[src/rtl/median_pkg.sv]
// Shared constants and types for the 3x3 median filter.
package median_pkg;

    // Default pixel width.
    localparam int unsigned PIX_W_DEF = 8;

    // Window geometry and sorting schedule: five max-extraction passes over
    // nine values.
    localparam int unsigned WIN_SIZE = 9;
    localparam int unsigned N_PASS   = 5;
    localparam int unsigned N_STEP   = 8;

    // Counter widths. The byte counter holds 0..9, step holds 0..7 and
    // pass holds 0..4.
    localparam int unsigned BYTE_CNT_W = $clog2(WIN_SIZE + 1);
    localparam int unsigned STEP_CNT_W = $clog2(N_STEP);
    localparam int unsigned PASS_CNT_W = $clog2(N_PASS);

    typedef enum logic [2:0] {
        StIdle    = 3'd0,
        StLoad    = 3'd1,
        StCompare = 3'd2,
        StDiscard = 3'd3,
        StDone    = 3'd4
    } state_e;

endpackage

[src/rtl/MCE.sv]
// Unsigned compare-exchange cell: routes the larger input to MAX and the
// smaller to MIN. On a tie both outputs carry the common value.
module MCE
    import median_pkg::*;
#(
    parameter int unsigned PIX_W = PIX_W_DEF
) (
    input  logic [PIX_W-1:0] A,
    input  logic [PIX_W-1:0] B,
    output logic [PIX_W-1:0] MAX,
    output logic [PIX_W-1:0] MIN
);

    // Order the two operands.
    always_comb begin
        if (A > B) begin
            MAX = A;
            MIN = B;
        end else begin
            MAX = B;
            MIN = A;
        end
    end

endmodule

[src/rtl/median.sv]
// Nine-sample median filter. Samples are shifted into a nine-entry register
// chain, then five passes each bubble the current maximum into R8 using a
// single compare-exchange cell. The first four maxima are discarded and
// replaced by zero, so the fifth pass leaves the median in R8.
module median
    import median_pkg::*;
#(
    parameter int unsigned PIX_W = PIX_W_DEF
) (
    input  logic             CLK,
    input  logic             nRST,
    input  logic [PIX_W-1:0] DI,
    input  logic             DSI,
    output logic [PIX_W-1:0] DO,
    output logic             DSO,
    output logic             BUSY
);

    // r_q[0] is R0 (newest sample), r_q[WIN_SIZE-1] is R8.
    logic [WIN_SIZE-1:0][PIX_W-1:0] r_q, r_d;

    state_e                state_q, state_d;
    logic [BYTE_CNT_W-1:0] byte_q, byte_d;
    logic [STEP_CNT_W-1:0] step_q, step_d;
    logic [PASS_CNT_W-1:0] pass_q, pass_d;

    logic [PIX_W-1:0] mce_max;
    logic [PIX_W-1:0] mce_min;

    // R7 and R8 are compared every cycle; the result is only used in COMPARE.
    MCE #(
        .PIX_W (PIX_W)
    ) u_mce (
        .A   (r_q[WIN_SIZE-2]),
        .B   (r_q[WIN_SIZE-1]),
        .MAX (mce_max),
        .MIN (mce_min)
    );

    // Next-state logic for the FSM, counters and the register chain.
    always_comb begin
        state_d = state_q;
        byte_d  = byte_q;
        step_d  = step_q;
        pass_d  = pass_q;
        r_d     = r_q;

        unique case (state_q)
            StIdle, StDone: begin
                if (state_q == StDone) begin
                    state_d = StIdle;
                end
                // A strobe in DONE starts the next window without a gap.
                if (DSI) begin
                    r_d     = {r_q[WIN_SIZE-2:0], DI};
                    byte_d  = BYTE_CNT_W'(1);
                    state_d = StLoad;
                end
            end

            StLoad: begin
                if (DSI) begin
                    r_d    = {r_q[WIN_SIZE-2:0], DI};
                    byte_d = byte_q + 1'b1;
                    if (byte_q == BYTE_CNT_W'(WIN_SIZE - 1)) begin
                        step_d  = '0;
                        pass_d  = '0;
                        state_d = StCompare;
                    end
                end else begin
                    // Strobe dropped early: abandon the partial window.
                    byte_d  = '0;
                    state_d = StIdle;
                end
            end

            StCompare: begin
                // Rotate R0..R7 by one while R8 accumulates the running max.
                r_d    = {mce_max, r_q[WIN_SIZE-3:0], mce_min};
                step_d = step_q + 1'b1;
                if (step_q == STEP_CNT_W'(N_STEP - 1)) begin
                    step_d = '0;
                    if (pass_q == PASS_CNT_W'(N_PASS - 1)) begin
                        state_d = StDone;
                    end else begin
                        state_d = StDiscard;
                    end
                end
            end

            StDiscard: begin
                // Drop the max in R8; the zero fill can never win a later pass.
                r_d     = {r_q[WIN_SIZE-2:0], PIX_W'(0)};
                pass_d  = pass_q + 1'b1;
                step_d  = '0;
                state_d = StCompare;
            end

            default: begin
                state_d = StIdle;
            end
        endcase
    end

    // State registers with asynchronous clear.
    always_ff @(posedge CLK or negedge nRST) begin
        if (!nRST) begin
            state_q <= StIdle;
            byte_q  <= '0;
            step_q  <= '0;
            pass_q  <= '0;
            r_q     <= '0;
        end else begin
            state_q <= state_d;
            byte_q  <= byte_d;
            step_q  <= step_d;
            pass_q  <= pass_d;
            r_q     <= r_d;
        end
    end

    assign DO   = r_q[WIN_SIZE-1];
    assign DSO  = (state_q == StDone);
    assign BUSY = (state_q == StLoad) || (state_q == StCompare) || (state_q == StDiscard);

endmodule

[config.mk]
export PLATFORM = sky130hd
export DESIGN_NAME = median
export DESIGN_NICKNAME = d
export VERILOG_FILES = /design/src/rtl/median_pkg.sv /design/src/rtl/MCE.sv /design/src/rtl/median.sv
export SDC_FILE = /design/constraint.sdc
export NUM_CORES = 1
export LEC_CHECK = 0
export ABC_AREA = 1
export BUFFER_PORTS_ARGS = -buffer_cell sky130_fd_sc_hd__buf_2
export CAP_MARGIN = 20
export CELL_PAD_IN_SITES_DETAIL_PLACEMENT = 1
export CELL_PAD_IN_SITES_GLOBAL_PLACEMENT = 1
export CORE_UTILIZATION = 46
export DETAILED_ROUTE_END_ITERATION = 10
export PLACE_DENSITY = 0.76
export SLEW_MARGIN = 25
export SYNTH_ARGS = -nofsm -noshare
export SYNTH_HDL_FRONTEND = slang
export SYNTH_SLANG_ARGS = --single-unit
[constraint.sdc]
create_clock -name CLK -period 2.26 [get_ports CLK]
set_input_delay 0.339 -clock CLK [delete_from_list [all_inputs] [get_ports CLK]]
set_output_delay 0.339 -clock CLK [all_outputs]
set_load 0.005 [all_outputs]
# --- Word level (Yosys, flattened, before mapping) ---
# Index checks and enable logic that the tools add are counted.
# Widths: inputs -> output; s select.
totals:
  reg_bits: 85
  latchBits: 0
  mem_bits_rw: 0
  mem_bits_ro: 0
  inputBits: 11
  output_inout_bits: 10
  elab_cells: 66
  memories: 0
classes:
  add_sub_neg: 3
  mul: 0
  div_mod_pow: 0
  order_cmp: 1
  eq_ne: 15
  n_shift: 0
  muxes: 19
  n_bitwise: 0
  reduce_logical: 15
op_table:
  columns: ["op", "count"]
  rows:
  - ["$pmux 72 s3", 1]
  - ["$mux 72", 1]
  - ["$mux 3", 9]
  - ["$mux 8", 2]
  - ["$pmux 3 s4", 1]
  - ["$reduce_and 3->1", 4]
  - ["$eq 3x3->1 const B", 3]
  - ["$pmux 3 s3", 1]
  - ["$gt 8x8->1", 1]
  - ["$mux 4", 2]
  - ["$ne 2x2->1 const B", 4]
  - ["$pmux 4 s2", 1]
  - ["$add 3x1->3 const B", 2]
  - ["$eq 3x2->1 const B", 2]
  - ["$ne 3x3->1 const B", 2]
  - ["$pmux 3 s2", 1]
  - ["$reduce_bool 3->1", 2]
  - ["$add 4x1->4 const B", 1]
  - ["$eq 4x4->1 const B", 1]
  - ["$ne 2x1->1 const B", 2]
  - ["$reduce_and 2->1", 2]
  - ["$reduce_bool 2->1", 2]
  - ["$eq 3x1->1 const B", 1]
  - ["$logic_not 3->1", 1]
  - ["other kinds (3)", 4]

# --- Depth between registers and ports, before layout ---
# Gate-level depths: netlist of run 1.
depth:
  depth_word: 4
  mapped_depth: 15
  ltp_nobuf: 14

# --- Cells and area by module ---
# A second synthesis of run 1 with hierarchy kept.
unflattened:
  cells_unflattened: 505
  hier_area_um2: 4235.3
modules_own_cells:
  columns: ["mod", "n_inst", "cells_per_inst", "area_each_um2", "seq_area_each_um2"]
  rows:
  - ["median", 1, 418, 3693.5, 2127.0]
  - ["MCE", 1, 87, 541.8, 0.0]

# --- Least setup slack after synthesis of run 1 ---
# Ideal clock, no wire load.
synth_path:
  path_type: "register to register"
  startpoint: "reg r_q (netlist bit DO[7])"
  endpoint: "reg r_q (netlist bit DO[0])"
  setup_ps: 119
  arrival_time_ps: 1574
  required_time_ps: 2141
  slack_ps: 567
  path_stages_with_launch: 11
  path_buffers: 1
  synth_period_minus_slack_ps: 1693
  cell_sequence: "dfrtp_1 inv_1 ha_1 a21o_1 nor2_2 nand2_4 nand2_4 nand2_2 nand2_4 buf_12 o21ai_2"
synth_via:
  elab_chain_cells: 3
synth_rtl:
  columns: ["element", "line_no", "source"]
  rows:
  - ["from (decl)", "median.sv:20", "logic [WIN_SIZE-1:0][PIX_W-1:0] r_q, r_d;"]
  - ["from (signal assigned)", "median.sv:118", "r_q <= r_d;"]
  - ["$gt 8x8->1", "MCE.sv:16", "if (A > B) begin"]
  - ["$ne 2x1->1 (no line)", null, null]
  - ["$reduce_and 3->1 (no line)", null, null]
# No other way between the ends.
# A chain may end at the register's enable or synchronous reset.

# --- Worst setup path in the final report of run 1 ---
layout_path:
  startpoint: "reg r_q (netlist bit DO[7])"
  endpoint: "reg r_q (netlist bit DO[1])"
# The elaborated chain is that of the path after synthesis.

==> results_dict.tcl, run 1 <==
set metrics [dict create \
    synthMuxAreaShare_pct 0 \
    synth_ff_type "dfrtp_1" \
    vias 2850 \
    crit_chain "inv_1, ha_1, a21o_1, nor2_2, nand2_4, nand2_4, nand2_2, nand2_4, nand2_1, o21ai_2" \
    power_mw 5.528 \
    fillers 971 \
    die-area_um2 8864 \
    synth_top_family_by_area "simple AND/OR/NAND/NOR gates" \
    utilization_pct 52.46 \
    yosysWarningCount 0 \
    synth_top_area_cell "dfrtp_1" \
    fin_crit_ns 1.865 \
    slew_violations 0 \
    ys_seq_elements 85 \
    crit_path_max_incr_delay_ns 0.37 \
    antenna_found_initial 0 \
    syn_area_um2 3906 \
    synth_compound_area_share_pct 10.70 \
    rsz0062_at_grt "no" \
    cp.arrival_ns 2.15 \
    routedWlPerCell_um 14.55 \
    p_leak_nw 2.190 \
    core-area_um2 8217 \
    cts_buffer_depth 2 \
    grt_pass1_vias 2948 \
    seq_power_share_pct 43.3 \
    drt-pass1-iter-count 4 \
    yosys-top-cells-area "dfrtp_1 (54%), nand2_1 (15%), ha_1 (4.5%)" \
    rows 33 \
    irDropWorstVdd_mv 0.5655 \
    synth-simple-area-share_pct 22.29 \
    p_int_mw 3.438 \
    max_slew_margin_pct 65.48 \
    dp_hpwl_mm 5.688 \
    combPwrFrac_pct 35.4 \
    grt-ovfl-total 0 \
    fmax_ghz 0.5361 \
    fin_crit_sh_pct 82.53 \
    gr-usage-all-layers_pct 21.13 \
    cp.required_ns 2.54 \
    swShare_pct 37.81 \
    netlist.area_leader.share_pct 54.45 \
    start_util_pct 47.54 \
    ioPinCount 21 \
    drt_iter0_drc 118 \
    drive_gt1_share_pct 15.69 \
    final_area_um2 4310 \
    synthAdderAreaFrac_pct 4.484 \
    min_path_type "in2reg" \
    clock_latency_ns 0.35 \
    dp_worst_setup_slack_ns 0.3993 \
    cts-root-buf "clkbuf_8" \
    p_switching_mw 2.090 \
    ant_nets 0 \
    syn-num-nets 460 \
    cts_sinks 85 \
    syn_area_per_cell_um2 8.980 \
    critical_path_class "reg2reg" \
    status "complete, no violations" \
    async_flop_share_pct 100.0 \
    numCtsBuffers 9 \
    synth_edf_count 0 \
    power_density_nw_per_um2 1282 \
    cts_resized 0 \
    diodes 0 \
    hold_viol 0 \
    vias_per_cell 5.053 \
    synth_cells 435 \
    cts_tree "built" \
    path_max_fanout 16 \
    globalplace.congestion 0.7967 \
    area_growth_pct 10.35 \
    worstMarginPinSlew_ns 0.5178 \
    cpMaxStageDelayCell "dfrtp_1" \
    ys_seq_area_share_pct 54.45 \
    end_kind "flip-flop" \
    setup_viol 0 \
    synth.most_common_cell "nand2_1" \
    synth_xor_area_share_pct 0.6726 \
    die_w_um 94.15 \
    place_area_um2 4088 \
    grt_pass1_wl_mm 14.19 \
    io_buffer_count 20 \
    dieHeight_um 94.15 \
    pwr-share-clk_pct 21.3 \
    cts_max_level 3 \
    layout_setup_ws_ns 0.3948 \
    synthTopCellsByCount "nand2_1 (154), dfrtp_1 (85), inv_1 (38)" \
    yosysUniqueCellTypes 31 \
    cap_violations 0 \
    finalClockSkew_ns 0.006945 \
    nets 480 \
    drc 0 \
    fin_tns_setup_ns 0 \
    wirelength_mm 8.205 \
    cp_common_cell "nand2_4" \
    grt_max_degree 74 \
    clk_pin_slew_ns 0.08 \
    start_kind "flip-flop" \
]
## path summary, 6_finish.rpt
check,end,slack (ns),cells after the start,start
hold / removal,r_q[4],0.29,3,DI[4]
hold reg to reg,r_q[41],0.48,2,r_q[41]
setup reg to reg,DO[1],0.39,10,DO[7]
min in group asynchronous,DO[0],0.50,2,nRST
max in group asynchronous,r_q[29],1.17,3,nRST
setup / recovery,DO[1],0.39,10,DO[7]
## power groups by stage
stage / Combinational, mW / Clock, mW / Sequential (mW)
after floorplan: 1.54 / 0 / 2.35
after global placement: 1.89 / 0 / 2.41
after detailed placement: 1.98 / 0 / 2.43
after CTS: 2.00 / 1.21 / 2.40
after global routing: 2.24 / 1.28 / 2.47
final: 1.96 / 1.18 / 2.40
## sequential cells by signal (all words and copies together), names as in the netlist
register / count
step_q: 3
r_q: 64
state_q: 3
pass_q: 3
byte_q: 4
DO: 8
## cell usage in the layout, fill, tap and decap left out, types with 2 or more instances in the layout
cell / netlist / routed
nor2_1: 17 / 17
nand2_2: 5 / 5
o21ai_1: 4 / 4
xnor2_1: 2 / 2
nor2_2: 4 / 4
a22o_1: 2 / 2
buf_4: 1 / 2
bufinv_16: 0 / 2
o21ai_0: 22 / 22
dfrtp_1: 85 / 85
nand2_4: 3 / 3
buf_12: 1 / 3
inv_2: 5 / 5
nand3_1: 20 / 20
a21oi_1: 20 / 20
o21ai_2: 14 / 14
inv_1: 38 / 38
ha_1: 14 / 14
nand2_1: 154 / 154
buf_2: 8 / 19
clkbuf_8: 0 / 9
## through the flow
| step | hold slack [ns] | cells |
|---|---|---|
| after floorplan | 0.04341 | 435 |
| after global placement | 0.3437 | 548 |
| after detailed placement | 0.3442 | 548 |
| after CTS | 0.2795 | 564 |
| after global routing | 0.2896 | 564 |
| final | 0.2945 | 564 |
## cell type report
type	count	area, um2	share of cell area [%]
timing repair buffer	25	180.2	4.180
inverter	43	161.4	3.745
sequential	85	2127	49.35
tap	105	131.4	3.048
clock buffer	10	127.6	2.961
multi-input combinational	291	1498	34.75
clock inverter	5	85.08	1.974
## worst max-delay path: cells and delay by family, from the launching register on
family,cells,cell delay (ns)
AO/OA/AOI/OAI,2,0.26
AND/OR/NAND/NOR,6,0.76
buffers and inverters,1,0.07
adder cells (fa/ha/maj),1,0.32
flip-flops,1,0.37
## per-layer routing
layer	wire length (um)	up-vias	track usage (%)
li1	-	1409	-
met1	4002	1403	28.99
met2	3897	28	33.33
met3	180	10	3.398
met4	123	0	8.333
met5	0	-	0
## cell families (layout without fill, tap and decap cells)
logic type      count (synthesis)  in the layout
fa+ha+maj                      14             14
xor+xnor                        3              3
simple gates                  206            206
flops                          85             85
compound gates                 68             68
buf+inv                        59             83
## repair_timing
action                    in CTS  in global routing
buffers inserted               0                  0
hold endpoints to repair      37                  0
hold buffers                   1                  0
Note: power is estimated with default switching activity, not from simulation.
==> inputs of run 2 (changes only) <==
--- a/config.mk
+++ b/config.mk
@@ -10,9 +10,9 @@
 export CAP_MARGIN = 20
 export CELL_PAD_IN_SITES_DETAIL_PLACEMENT = 1
 export CELL_PAD_IN_SITES_GLOBAL_PLACEMENT = 1
-export CORE_UTILIZATION = 46
+export CORE_UTILIZATION = 42
 export DETAILED_ROUTE_END_ITERATION = 10
-export PLACE_DENSITY = 0.76
+export PLACE_DENSITY = 0.73
 export SLEW_MARGIN = 25
 export SYNTH_ARGS = -nofsm -noshare
 export SYNTH_HDL_FRONTEND = slang
==> constraint.sdc (replaced) <==
create_clock -name CLK -period 1.55 [get_ports CLK]
set_input_delay 0.2325 -clock CLK [delete_from_list [all_inputs] [get_ports CLK]]
set_output_delay 0.2325 -clock CLK [all_outputs]
set_load 0.005 [all_outputs]
==> run 2 against run 1 <==
Effect of this change: critical path depth is 1 higher; non-clock buffer count is 43 higher; design area is 16% higher; critical endpoint is now DO[2]; the flow now finishes with violations (setup timing); worst hold slack worse by 0.13 ns; clock power is 44% higher; via count is 14% higher; highest routed layer unchanged; sequential share of layout area is 7.0 points lower; flip-flop and latch count stayed put.
==> results_dict.tcl, run 2 (synthesized netlist as in run 1, its figures left out) <==
set metrics [dict create \
    numCtsBuffers 9 \
    cp.arrival_ns 2.15 \
    drive_gt1_share_pct 33.13 \
    fin_crit_ns 1.850 \
    hold_viol 0 \
    cp_top_family "simple AND/OR/NAND/NOR gates" \
    grt_pass1_wl_mm 17.42 \
    clock_latency_ns 0.37 \
    nets 524 \
    irDropWorstVdd_mv 0.7967 \
    path_max_fanout 8 \
    globalplace.congestion 0.8109 \
    power_mw 10.59 \
    wirelength_mm 11.52 \
    crit_buf_inv 1 \
    core-area_um2 8848 \
    critical_path_class "reg2reg" \
    setup_viol 16 \
    start_util_pct 44.15 \
    die_w_um 98.44 \
    pwr-share-clk_pct 16.1 \
    gr-usage-all-layers_pct 23.11 \
    slew_violations 0 \
    io_buffer_count 20 \
    p_leak_nw 2.488 \
    finalClockSkew_ns 0.01906 \
    diodes 0 \
    regMostFlops "r_q" \
    seq_power_share_pct 33.7 \
    violations "setup timing" \
    fin_crit_sh_pct 119.4 \
    power_density_nw_per_um2 2109 \
    cpMaxStageDelayCell "dfrtp_1" \
    cts_sinks 85 \
    cap_violations 0 \
    crit_chain "inv_2, ha_4, a21oi_4, nor2_2, nor2_2, nand2_4, nand2_4, nand2_4, nand2_8, nand2_1, o21ai_2" \
    crit_path_max_incr_delay_ns 0.43 \
    cp_common_cell "nand2_4" \
    cts_max_level 3 \
    rsz0062_at_grt "yes" \
    vias_per_cell 5.332 \
    drt-pass1-iter-count 6 \
    area_growth_pct 28.54 \
    fmax_ghz 0.5405 \
    ant_nets 0 \
    worstMarginPinSlew_ns 0.4221 \
    cp.required_ns 1.85 \
    start_kind "flip-flop" \
    swShare_pct 41.63 \
    dieHeight_um 98.44 \
    rows 34 \
    drc 0 \
    die-area_um2 9690 \
    grt_pass1_vias 3487 \
    status "finished, violations left" \
    dp_worst_setup_slack_ns -0.1920 \
    clk_pin_slew_ns 0.10 \
    cts_buffer_depth 2 \
    vias 3263 \
    max_slew_margin_pct 71.86 \
    grt_max_degree 56 \
    largest_register_ffs 64 \
    p_switching_mw 4.409 \
    cts-root-buf "clkbuf_8" \
    layout_setup_ws_ns -0.3002 \
    drt_iter0_drc 149 \
    min_path_type "in2reg" \
    routedWlPerCell_um 18.82 \
    grt-ovfl-total 0 \
    final_cell_mix "nand2_1 (143), dfrtp_1 (84), buf_4 (38), inv_1 (32), o21ai_0 (20)" \
    p_int_mw 6.182 \
    combPwrFrac_pct 50.3 \
    layout_commonest_cell "nand2_1" \
    end_kind "flip-flop" \
    ioPinCount 21 \
    dp_hpwl_mm 6.249 \
    antenna_found_initial 0 \
    cts_tree "built" \
]
[run 2: cell type report]
cell class	instances	area, um2
multi-input combinational	292	1817
fill	1019	3827
timing repair buffer	68	574.3
clock buffer	9	123.9
clock inverter	7	78.83
sequential	85	2128
inverter	43	163.9
tap	108	135.1
[run 2: final timing paths]
path | start | endpoint | slack (ns) | cells after the start
max | DO[5] | DO[2] | -0.30 | 11
min | DI[3] | r_q[3] | 0.16 | 3
max reg2reg | DO[5] | DO[2] | -0.30 | 11
min reg2reg | r_q[45] | r_q[45] | 0.48 | 2
max in group asynchronous | nRST | r_q[47] | 0.68 | 3
min in group asynchronous | nRST | DO[3] | 0.34 | 2
[run 2: worst register-to-register path: stages (launching register included)]
cell and delay [ns]:
dfrtp_1 0.43, inv_2 0.11, ha_4 0.23, a21oi_4 0.14, nor2_2 0.06, nor2_2 0.15, nand2_4 0.10, nand2_4 0.12
nand2_4 0.11, nand2_8 0.14, nand2_1 0.10, o21ai_2 0.09
[run 2: per-layer routing]
metal  part of all wire, %  up-vias  track usage, %  wire, um
met5                     0        -               0         0
met4                   2.7        0           11.02       315
met3                   3.6       27           4.043       418
met2                    52       71           39.98      5945
met1                    42     1655           28.13      4839
li1                      -     1510               -         -
[run 2: power groups by stage]
stage                     Sequential (mW)  Clock, mW  Combinational [mW]
after floorplan                      3.43          0                2.24
after global placement               3.49          0                3.31
after detailed placement             3.53          0                3.46
after CTS                            3.52       1.71                4.16
after global routing                 3.64       1.82                5.75
final                                3.57       1.70                5.32
[run 2: repair_timing]
item / CTS / global route
resized for setup: 33 / 36
hold buffers: 1 / 0
hold endpoints to repair: 25 / 0
pin swaps: 9 / 17
cloned: 0 / 3
buffers inserted: 7 / 6
endpoints found under the setup margin: 16 / 28
[run 2: per-stage QoR]
step / area [um2] / instances / setup TNS, ns / hold WS, ns / util, %
floorplan: 3906 / 435 / -1.088 / -0.06309 / -
global placement: 4327 / 579 / -1.181 / 0.1964 / 48.90
detailed placement: 4327 / 579 / -2.438 / 0.1946 / 48.90
CTS: 4747 / 603 / -1.572 / 0.1615 / 53.65
global route: 5021 / 612 / -4.841 / 0.1689 / 56.74
finish: 5021 / 612 / -3.555 / 0.1634 / 56.74
